File: src/rtl/floor_call_encoder_pkg.sv
// rtl/floor_call_encoder_pkg.sv - shared floor encoding, FSM states and selection helpers
package floor_call_encoder_pkg;

    localparam int NFLOORS = 8;

    localparam logic [NFLOORS:1] FLOOR_1 = 8'b0000_0001;
    localparam logic [NFLOORS:1] FLOOR_2 = 8'b0000_0010;
    localparam logic [NFLOORS:1] FLOOR_3 = 8'b0000_0100;
    localparam logic [NFLOORS:1] FLOOR_4 = 8'b0000_1000;
    localparam logic [NFLOORS:1] FLOOR_5 = 8'b0001_0000;
    localparam logic [NFLOORS:1] FLOOR_6 = 8'b0010_0000;
    localparam logic [NFLOORS:1] FLOOR_7 = 8'b0100_0000;
    localparam logic [NFLOORS:1] FLOOR_8 = 8'b1000_0000;

    localparam logic [NFLOORS:1] ONE_V          = NFLOORS'(1);
    localparam logic [NFLOORS:1] LAST_GRANT_RST = {1'b1, {(NFLOORS-1){1'b0}}};

    typedef enum logic {
        ST_IDLE  = 1'b0,
        ST_OFFER = 1'b1
    } state_e;

    function automatic logic is_onehot(input logic [NFLOORS:1] v);
        return (v != '0) && ((v & (v - ONE_V)) == '0);
    endfunction

    function automatic logic [NFLOORS:1] lowest_set(input logic [NFLOORS:1] v);
        return v & (~v + ONE_V);
    endfunction

    // First candidate strictly above last (one-hot), wrapping to the lowest floor.
    // For last at the top floor, (last << 1) overflows to zero and the upper mask is empty.
    function automatic logic [NFLOORS:1] rotate_pick(input logic [NFLOORS:1] cand,
                                                     input logic [NFLOORS:1] last);
        logic [NFLOORS:1] upto;
        logic [NFLOORS:1] above;
        upto  = (last << 1) - ONE_V;
        above = cand & ~upto;
        return (above != '0) ? lowest_set(above) : lowest_set(cand);
    endfunction

endpackage

File: src/rtl/floor_call_encoder_btn_debounce.sv
// rtl/floor_call_encoder_btn_debounce.sv - one-button synchronizer, debounce counter and press-edge pulse
module btn_debounce #(
    parameter int DB_CYCLES = 16,
    parameter int CNT_W     = 5
) (
    input  logic clk,
    input  logic rst,
    input  logic btn_i,
    output logic rise_o
);

    localparam logic [CNT_W-1:0] CNT_MAX = CNT_W'(DB_CYCLES);
    localparam logic [CNT_W-1:0] CNT_ONE = CNT_W'(1);

    logic             sync1_q;
    logic             sync2_q;
    logic [CNT_W-1:0] cnt_q;
    logic [CNT_W-1:0] cnt_d;
    logic             db_q;
    logic             db_prev_q;

    always_comb begin
        cnt_d = cnt_q;
        if (!sync2_q) begin
            cnt_d = '0;
        end else if (cnt_q != CNT_MAX) begin
            cnt_d = cnt_q + CNT_ONE;
        end
    end

    always_ff @(posedge clk) begin
        if (rst) begin
            sync1_q   <= 1'b0;
            sync2_q   <= 1'b0;
            cnt_q     <= '0;
            db_q      <= 1'b0;
            db_prev_q <= 1'b0;
        end else begin
            sync1_q   <= btn_i;
            sync2_q   <= sync1_q;
            cnt_q     <= cnt_d;
            db_q      <= (cnt_q == CNT_MAX);
            db_prev_q <= db_q;
        end
    end

    // Single pulse per accepted press; a held button stays at db_q=1 and does not retrigger.
    assign rise_o = db_q & ~db_prev_q;

endmodule

File: src/rtl/floor_call_encoder.sv
// rtl/floor_call_encoder.sv - latches debounced call buttons and offers them one-hot with rotating priority
module floor_call_encoder
    import floor_call_encoder_pkg::*;
#(
    parameter int DB_CYCLES = 16,
    parameter int CNT_W     = 5
) (
    input  logic               clk,
    input  logic               rst,
    input  logic [NFLOORS:1]   btn,
    input  logic [NFLOORS:1]   cur_floor,
    input  logic               served,
    output logic [NFLOORS:1]   req_floor,
    output logic               req_valid,
    input  logic               req_ready,
    output logic [NFLOORS:1]   pending
);

    logic [NFLOORS:1] rise_vec;
    logic [NFLOORS:1] clr_vec;
    logic [NFLOORS:1] cand;
    logic [NFLOORS:1] pick;

    logic [NFLOORS:1] pending_q,    pending_d;
    logic [NFLOORS:1] accepted_q,   accepted_d;
    logic [NFLOORS:1] req_floor_q,  req_floor_d;
    logic             req_valid_q,  req_valid_d;
    logic [NFLOORS:1] last_grant_q, last_grant_d;
    logic [NFLOORS:1] accept_vec;
    state_e           state_q,      state_d;

    for (genvar g = 1; g <= NFLOORS; g++) begin : g_btn
        btn_debounce #(
            .DB_CYCLES (DB_CYCLES),
            .CNT_W     (CNT_W)
        ) u_db (
            .clk    (clk),
            .rst    (rst),
            .btn_i  (btn[g]),
            .rise_o (rise_vec[g])
        );
    end

    // A serve report only counts when it names exactly one floor.
    assign clr_vec = (served && is_onehot(cur_floor)) ? cur_floor : '0;
    assign cand    = pending_q & ~accepted_q & ~clr_vec;
    assign pick    = rotate_pick(cand, last_grant_q);

    always_comb begin
        state_d      = state_q;
        req_floor_d  = req_floor_q;
        req_valid_d  = req_valid_q;
        last_grant_d = last_grant_q;
        accept_vec   = '0;

        unique case (state_q)
            ST_IDLE: begin
                if (cand != '0) begin
                    req_floor_d = pick;
                    req_valid_d = 1'b1;
                    state_d     = ST_OFFER;
                end
            end
            ST_OFFER: begin
                if (req_ready) begin
                    accept_vec   = req_floor_q;
                    last_grant_d = req_floor_q;
                    req_floor_d  = '0;
                    req_valid_d  = 1'b0;
                    state_d      = ST_IDLE;
                end else if ((req_floor_q & clr_vec) != '0) begin
                    req_floor_d = '0;
                    req_valid_d = 1'b0;
                    state_d     = ST_IDLE;
                end
            end
            default: begin
                req_floor_d = '0;
                req_valid_d = 1'b0;
                state_d     = ST_IDLE;
            end
        endcase

        // Clear is applied last so it wins over a same-cycle press or accept.
        pending_d  = (pending_q | rise_vec) & ~clr_vec;
        accepted_d = (accepted_q | accept_vec) & ~clr_vec;
    end

    always_ff @(posedge clk) begin
        if (rst) begin
            state_q      <= ST_IDLE;
            pending_q    <= '0;
            accepted_q   <= '0;
            req_floor_q  <= '0;
            req_valid_q  <= 1'b0;
            last_grant_q <= LAST_GRANT_RST;
        end else begin
            state_q      <= state_d;
            pending_q    <= pending_d;
            accepted_q   <= accepted_d;
            req_floor_q  <= req_floor_d;
            req_valid_q  <= req_valid_d;
            last_grant_q <= last_grant_d;
        end
    end

    assign req_floor = req_floor_q;
    assign req_valid = req_valid_q;
    assign pending   = pending_q;

endmodule

File: config.mk
export PLATFORM = sky130hd
export DESIGN_NAME = floor_call_encoder
export DESIGN_NICKNAME = d
export VERILOG_FILES = /design/src/rtl/floor_call_encoder_pkg.sv /design/src/rtl/floor_call_encoder_btn_debounce.sv /design/src/rtl/floor_call_encoder.sv
export SDC_FILE = /design/constraint.sdc
export NUM_CORES = 1
export LEC_CHECK = 0
export CORE_MARGIN = 2
export CORE_UTILIZATION = 58
export CTS_CLUSTER_DIAMETER = 150
export CTS_CLUSTER_SIZE = 14
export DETAILED_ROUTE_END_ITERATION = 8
export PLACE_DENSITY = 0.77
export SETUP_SLACK_MARGIN = 0.02
export SYNTH_ARGS = -nofsm -noshare
export SYNTH_HDL_FRONTEND = slang
export SYNTH_SLANG_ARGS = --single-unit
File: constraint.sdc
create_clock -name clk -period 3.2 [get_ports clk]
set_clock_uncertainty 0.2 [all_clocks]
set_input_delay 0.32 -clock clk [delete_from_list [all_inputs] [get_ports clk]]
set_output_delay 0.32 -clock clk [all_outputs]
set_load 0.05 [all_outputs]
-- Word level (Yosys, flattened, before mapping)
Cells that the tools add are included.
W data, S select, Z words.
- bits in registers: 105
- input port bits: 20
- output and inout port bits: 17
- word-level logic and storage cells: 150
- add/subtract/negate cells: 12
- eq/ne operators: 18
- multiplexer cells: 16
- bitwise gates (word level): 41
- reduce and logical (&&, ||, !) cells: 17
- operators by type and width (operator ; count):
    $and A8 B8 Y8 ; 9
    $mux W8 ; 7
    $add A5 B1 Y5 const B ; 8
    $eq A5 B5 Y1 const B ; 8
    $ne A5 B5 Y1 const B ; 8
    $not A8 Y8 ; 5
    $reduce_bool A8 Y1 ; 4
    $not A1 Y1 ; 17
    $add A8 B1 Y8 const B ; 2
    $or A8 B8 Y8 ; 2
    $pmux W8 S2 ; 1
    $reduce_or A2 Y1 ; 8
    $sub A8 B1 Y8 const B ; 2
    $and A1 B1 Y1 ; 8
    $logic_not A8 Y1 ; 1
    $mux W1 ; 6
    $pmux W1 S2 ; 2
    $reduce_and A2 Y1 ; 2
    $ne A3 B2 Y1 const B ; 1
    $logic_and A1 B1 Y1 ; 2
    $ne A2 B2 Y1 const B ; 1

-- Longest topological paths before layout
Gate-level depths: netlist of the first run.
- depth after elaboration: 15
- gate-level depth with buffers: 10
- mapped depth without buffers: 9

-- By module
From an unflattened synthesis of the first run, not the netlist that was laid out.
- cells, all modules: 520
- area total of the unflattened synthesis: 4927.2 um^2
- modules (own cells, without submodules) (module ; instances ; cells each ; area an instance (um^2) ; sequential area each (um^2)):
    btn_debounce ; 8 ; 36 ; 366.6 ; 180.2
    floor_call_encoder ; 1 ; 232 ; 1994.4 ; 660.6

-- Worst setup path after synthesis of the first run
No wires, ideal clock.
- path kind: input -> register
- start: in cur_floor[1] (netlist bit)
- end: reg req_floor_q, in the netlist req_floor[8]
- setup time: 117 ps
- data arrival time: 2294 ps
- required time: 2883 ps
- slack: 589 ps
- stages on the path: 8
- path buffers: 1
- cell sequence: buf_6 or4_4 a2111oi_4 a211oi_4 a21bo_1 nor3b_2 a21bo_1 a32o_1
- word-level cells in the longest chain between the ends: 15
- elaborated cells between the ends (all ways): 26
- those cells by class: 3 x add/sub; 2 x eq/ne; 4 x mux; 9 x bitwise; 8 x reduce/logical
- ends and longest elaborated chain (item ; line ; RTL):
    start: declaration ; floor_call_encoder.sv:11 ; input logic [NFLOORS:1] cur_floor,
    $sub A8 B1 Y8 ; floor_call_encoder_pkg.sv:24 ; return (v != '0) && ((v & (v - ONE_V)) == '0);
    $and A8 B8 Y8 ; floor_call_encoder_pkg.sv:24 ;
    $logic_not A8 Y1 ; floor_call_encoder_pkg.sv:24 ;
    $logic_and A1 B1 Y1 ; floor_call_encoder_pkg.sv:24 ;
    $logic_and A1 B1 Y1 ; floor_call_encoder.sv:45 ; assign clr_vec = (served && is_onehot(cur_floor)) ? cur_floor : '0;
    $mux W8 (*) ; floor_call_encoder.sv:45 ;
    $not A8 Y8 ; floor_call_encoder.sv:46 ; assign cand = pending_q & ~accepted_q & ~clr_vec;
    $and A8 B8 Y8 ; floor_call_encoder.sv:46 ;
    $and A8 B8 Y8 ; floor_call_encoder_pkg.sv:38 ; above = cand & ~upto;
    $not A8 Y8 ; floor_call_encoder_pkg.sv:28 ; return v & (~v + ONE_V);
    $add A8 B1 Y8 ; floor_call_encoder_pkg.sv:28 ;
    $and A8 B8 Y8 ; floor_call_encoder_pkg.sv:28 ;
    $mux W8 ; floor_call_encoder_pkg.sv:39 ; return (above != '0) ? lowest_set(above) : lowest_set(cand);
    $mux W8 ; floor_call_encoder.sv:58 ; if (cand != '0) begin
    $pmux W8 S2 ; floor_call_encoder.sv:56 ; unique case (state_q)
    end signal: assignment ; floor_call_encoder.sv:101 ; req_floor_q <= req_floor_d;
    end: declaration ; floor_call_encoder.sv:26 ; logic [NFLOORS:1] req_floor_q, req_floor_d;
Mark *: on every way between the ends. The rest lies on a longest branch, timed or not. The select of a mux whose other input is x is not followed.
A chain may end at the register's enable or synchronous reset.

-- Final worst setup path of the first run
- start: in cur_floor[1] (netlist bit)
- end: reg req_floor_q, in the netlist req_floor[3]
Same word-level chain as after synthesis.

==> results.md, run 1 <==
* Synth Area in Compound Gates at 0.139
* Synth Instances at 507
* Worst path slowest cell: a211oi_4
* Synth Cell Area at 4690 um^2
* Tot Pwr at 2.29 mW
* Synth Area in Adders at 0.0454
* Largest net degree at the start of global routing at 27
* Prevailing post-synth register cell: dfxtp_1
* Clk sink count at 105
* Vias in the first global route at 3,629
* Final cycle utilization of the critical path at 0.872
* DR DRC count at 0
* Die W at 93.9 um
* Most common cell after layout, fill and taps aside: dfxtp_1
* Non-filler cells, final at 666
* Peak supply drop at 0.326 mV
* CP Cell Sequence: clkdlybuf4s50_1 > nor4_2 > xnor2_1 > a211oi_4 > o21ai_1 > nor3b_2 > buf_4 > a32o_1 > a32o_1
* Hold slack at 191 ps
* Setup ws final at 410 ps
* First-pass detailed-route iteration total at 5
* Xor and xnor fraction of the mapped netlist area at 0.0672
* Dominant cell type by area after synthesis: dfxtp_1
* Clk buf depth at 2
* TritonCTS clock tree: yes
* Post-cts gate resize count at 0
* Iter 0 DRT Violations at 170
* Total core area at 7770 um^2
* Full die area at 8820 um^2
* GRT Total Usage at 0.237
* Share of the synthesized area in the top cell type at 0.448
* Via density at 5.68
* IO Port Bufs at 36
* Max Cap Viol at 0
* Sequential fraction of the synthesis area at 0.448
* Critical path launch point type: input pin
* Slew HR at 0.639
* Slew Limit Fails at 0
* Final Instance Area at 5480 um^2
* Layout Nets at 596
* Number of antenna diodes at 0
* Root buffer cell: clkbuf_8
* Synth Warn # at 0
* Fin. Hold Viols at 0
* PwrDens at 419 nW/um^2
* Layout Utilization at 0.705
* Number of synthesized flops with an enable pin at 0
* Initial antenna violation count at 0
* CTS Buf Count at 9
* Fmax at 0.358 GHz
* Asr flop ratio synth at 0
* CP arrival at 2870 ps
* Synth Area per Inst at 9.25 um^2
* Post-synth net total at 544
* CP required at 3280 ps
* Total gr overflow at 0
* Placed insts at 650
* Starting Density at 0.604
* Row cnt at 32
* Library cells used by synthesis at 60
* Hold_buf cts at 0
* Most frequent cells in the layout: dfxtp_1, nor2_1, clkdlybuf4s50_1
* Avg WL per Cell at 15.0 um
* Post-DP Area at 5260 um^2
* H-tree level count at 3
* Critical path type: input pin to flop
* Post-Place Setup Slack at 21.7 ps
* Die span in y at 93.9 um
* First-pass GRT wire length at 16,500 um
* Status: completed
* Share of cells above drive strength 1 at 0.0887
* DR vias at 3,786
* Area grow syn2layout at 16.8%
* IO Pins at 37
* Post-CTS Setup Bufs at 0
* Main combinational cell family by area after synthesis: simple AND/OR/NAND/NOR gates
* Placer Congestion at 1.03
* Final setup TNS at 0 ps
* Clock-pin transition on the worst setup and hold timing paths at 110 ps
* Worst-skew pair later-pin latency at 370 ps
* Final Critical Period at 2790 ps
* Post-synthesis mux area share at 0.0149
* RSZ-0062 raised after global routing: no
* Hpwl dp at 7550 um
* Crit end category: flop
* Worst slew pin tran at 542 ps
* CP max FO at 10
* Synth area leaders: dfxtp_1, ha_1, nor2b_1
* Leakage at 1.97 nW
* Synth Area in Simple Gates at 0.243
* CP peak stage delay at 510 ps
* Final setup viols at 0
* WL final at 9980 um
* Hold Path Class: input pin to flop
* Post-route ant nets at 0
* FF+latch count, synth at 105
* Crit-path most repeated cell: a32o_1
-- sequential cells by signal, summed over array words and instances, names as in the netlist, 7 cells and up --
name / flops
g_btn.u_db.db_prev_q: 8
g_btn.u_db.sync1_q: 8
req_floor: 8
g_btn.u_db.cnt_q: 40
pending: 8
g_btn.u_db.sync2_q: 8
g_btn.u_db.db_q: 8
last_grant_q: 7
accepted_q: 8
-- cell type report --
type	count	area, um^2
Fill cell	622	2290
Clock buffer	9	124
Clock inverter	7	88.8
Sequential cell	105	2100
Inverter	33	124
Tap cell	102	128
Timing Repair Buffer	58	520
Multi-Input combinational cell	352	2390
-- synthesized netlist by cell type (3+ instances only) --
cell type and count:
xnor2_1 18, o31ai_1 5, inv_1 33, a22o_1 3, nand2_1 29, a221oi_1 4, clkbuf_1 12, nand3b_1 6
nor3_1 30, a22oi_1 4, nor4b_1 3, nor4_1 11, nand3_1 19, a21oi_1 22, a211oi_1 5, nand2b_1 19
nor2_1 45, nor2b_1 28, a41oi_1 3, mux2i_1 7, dfxtp_1 105, a32o_1 7, o21ai_0 7, ha_1 17
xor2_1 18, a311oi_1 3
-- logic make-up after synthesis --
group / after synthesis
AO/OA/AOI/OAI: 82
XOR/XNOR: 36
adder cells (fa/ha/maj): 17
buffers and inverters: 50
flip-flops: 105
multiplexers: 7
AND/OR/NAND/NOR: 210
-- where the power goes --
part | switching (mW) | internal (mW) | leakage (nW) | total (mW)
logic | 0.0633 | 0.0536 | 1.02 | 0.117
clock network | 0.476 | 0.378 | 0.108 | 0.854
registers | 0.00444 | 1.32 | 0.849 | 1.32
total | 0.544 | 1.75 | 1.97 | 2.29
-- worst paths after layout --
| path | depth (start not counted) | slack, ps | from | end |
|---|---|---|---|---|
| worst min-delay path | 2 | 190 | rst | g_btn[1].u_db.db_prev_q |
| worst max-delay path | 9 | 410 | cur_floor[1] | req_floor[3] |
| worst min register to register | 1 | 250 | g_btn[4].u_db.sync1_q | g_btn[4].u_db.sync2_q |
| worst max register to register | 9 | 540 | last_grant_q[1] | req_floor[8] |
-- per-layer routing --
metal,share of wire,track usage,up-vias
li1,-,-,1884
met1,0.45,0.295,1807
met2,0.49,0.404,75
met3,0.043,0.0490,20
met4,0.021,0.0882,0
met5,0,0,-
-- critical path, delay by kind of cell --
kind,cells,cell delay (ps)
buf+inv,2,640
compound gates,4,1120
simple gates,2,630
xor+xnor,1,160
No activity file was read; power rests on OpenSTA's default activity.
==> run 2, diff against run 1 <==
CORE_UTILIZATION = 60   (was 58)
CTS_BUF_LIST = sky130_fd_sc_hd__clkbuf_2 sky130_fd_sc_hd__clkbuf_4 sky130_fd_sc_hd__clkbuf_8   (was unset)
PLACE_DENSITY = 0.8   (was 0.77)
==> run 2 against run 1 <==
  * Setup slack worse by 29 ps
  * Count of clock-buffer cells in the layout is 2 higher
  * Sequential share of layout area is 0.20 points higher
  * Worst hold slack better by 36 ps
  * Register-to-register slack worse by 50 ps
  * Flip-flop and latch count stayed put
  * Sequential power hardly changed
  * Highest routed layer unchanged
==> results.md, run 2 (synthesized netlist as in run 1, its figures left out) <==
* Post-route ant nets at 0
* Most common cell after layout, fill and taps aside: dfxtp_1
* Slew HR at 0.543
* Row cnt at 32
* TritonCTS clock tree: yes
* Placer Congestion at 0.991
* GRT Total Usage at 0.245
* Clock power share at 0.358
* Largest register FFs at 40
* WHS Endpoint: g_btn[5].u_db.db_prev_q
* Peak supply drop at 0.321 mV
* Layout Nets at 595
* Initial antenna violation count at 0
* Via density at 5.73
* Worst-skew pair later-pin latency at 370 ps
* Final cycle utilization of the critical path at 0.881
* Full die area at 8540 um^2
* Fin. Hold Viols at 0
* DR DRC count at 0
* CP max FO at 6
* Clock-pin transition on the worst setup and hold timing paths at 90 ps
* CP arrival at 2880 ps
* Critical path launch point type: input pin
* Number of antenna diodes at 0
* Iter 0 DRT Violations at 191
* IO Pins at 37
* H-tree level count at 3
* Sequential power share at 0.588
* Leakage at 1.96 nW
* Worst reg2reg endpoint: req_floor[8]
* Largest net degree at the start of global routing at 29
* Status: completed
* Worst Hold Path Cells at 2
* Hpwl dp at 7370 um
* Share of cells above drive strength 1 at 0.0854
* Hold_buf cts at 0
* Post-cts gate resize count at 0
* Clk buf depth at 2
* Internal at 1.75 mW
* CP startpoint: cur_floor[4]
* Area grow syn2layout at 16.2%
* Crit end category: flop
* Die W at 92.4 um
* Die span in y at 92.4 um
* Root buffer cell: clkbuf_8
* Net Sw Power at 495 uW
* PwrDens at 413 nW/um^2
* Setup ws final at 381 ps
* Worst R2R Setup Slack at 490 ps
* Critical path type: input pin to flop
* Final Critical Period at 2820 ps
* DR vias at 3,802
* IO Port Bufs at 36
* RSZ-0062 raised after global routing: no
* Area of the multi-input gates at 2390 um^2
* Final setup viols at 0
* Total core area at 7650 um^2
* Critical register-to-register path startpoint: last_grant_q[1]
* WL final at 9810 um
* Final setup TNS at 0 ps
* Starting Density at 0.613
* Logic pwr share at 0.054
* Worst slew pin tran at 681 ps
* FF+latch area at 2100 um^2
* Hold Path Class: input pin to flop
* Hold Path Origin: rst
* Worst r2r path cells at 9
* Total gr overflow at 0
* Post-Place Setup Slack at 37.8 ps
* First-pass GRT wire length at 16,700 um
* Most frequent cells in the layout: dfxtp_1, nor2_1, clkdlybuf4s50_1
* Post-CTS Setup Bufs at 0
* First-pass detailed-route iteration total at 5
* CTS Buf Count at 9
* Sw Ratio at 0.220
* Max Cap Viol at 0
* Fmax at 0.355 GHz
* # fillers at 591
* Avg WL per Cell at 14.8 um
* Vias in the first global route at 3,746
* Top reg by flops: g_btn.u_db.cnt_q
* CP required at 3260 ps
* Slew Limit Fails at 0
* Clk sink count at 105
run 2: cell count changes in the layout (fill, tap and decap cells not counted), sizes merged:
cell	delta
clkbuf	+2
clkinv	-2
buf	-1
inv	-1
run 2: final cells by class:
type                            count  share of cell area
Multi-Input combinational cell    352               0.439
Timing Repair Buffer               57              0.0942
Tap cell                          102              0.0234
Clock inverter                      4             0.00965
Sequential cell                   105               0.386
Inverter                           33              0.0227
Clock buffer                       11              0.0255
run 2: critical path, stage by stage:
cell and delay (ps):
clkdlybuf4s50_1 540, nor4_1 480, a311oi_1 250, a22o_1 270, nand3b_1 270, nor3b_2 280
a21bo_1 230, a32o_1 240
run 2: power groups by stage:
stage	Combinational (mW)	Sequential [mW]	Clock (mW)
6_report	0.122	1.32	0.804
5_1_grt	0.133	1.32	0.872
4_1_cts	0.121	1.32	0.823
3_5_place_dp	0.121	1.35	0
3_3_place_gp	0.118	1.35	0
2_1_floorplan	0.0690	1.35	0
run 2: worst max-delay path by stage:
stage / depth (start not counted) / endpoint
after CTS: 9 / req_floor[1]
final: 8 / req_floor[8]
after detailed placement: 9 / req_floor[3]
after global placement: 8 / req_floor[8]
after global routing: 8 / req_floor[8]
after floorplan: 8 / req_floor[8]
run 2: metrics by stage:
| stage | cell area (um^2) | total power [mW] | utilization | std cells | hold WS [ps] |
|---|---|---|---|---|---|
| after floorplan | 4690 | 1.42 | - | 507 | 214 |
| after global placement | 5260 | 1.47 | 0.687 | 649 | 218 |
| after detailed placement | 5260 | 1.47 | 0.687 | 649 | 227 |
| after CTS | 5450 | 2.27 | 0.712 | 664 | 218 |
| after global routing | 5450 | 2.33 | 0.712 | 664 | 246 |
| final | 5450 | 2.25 | 0.712 | 664 | 227 |
run 2: metal layers:
layer,track usage,routed length (um)
met2,0.414,4650
met5,0,0
met3,0.0529,562
met1,0.297,4360
met4,0.119,236
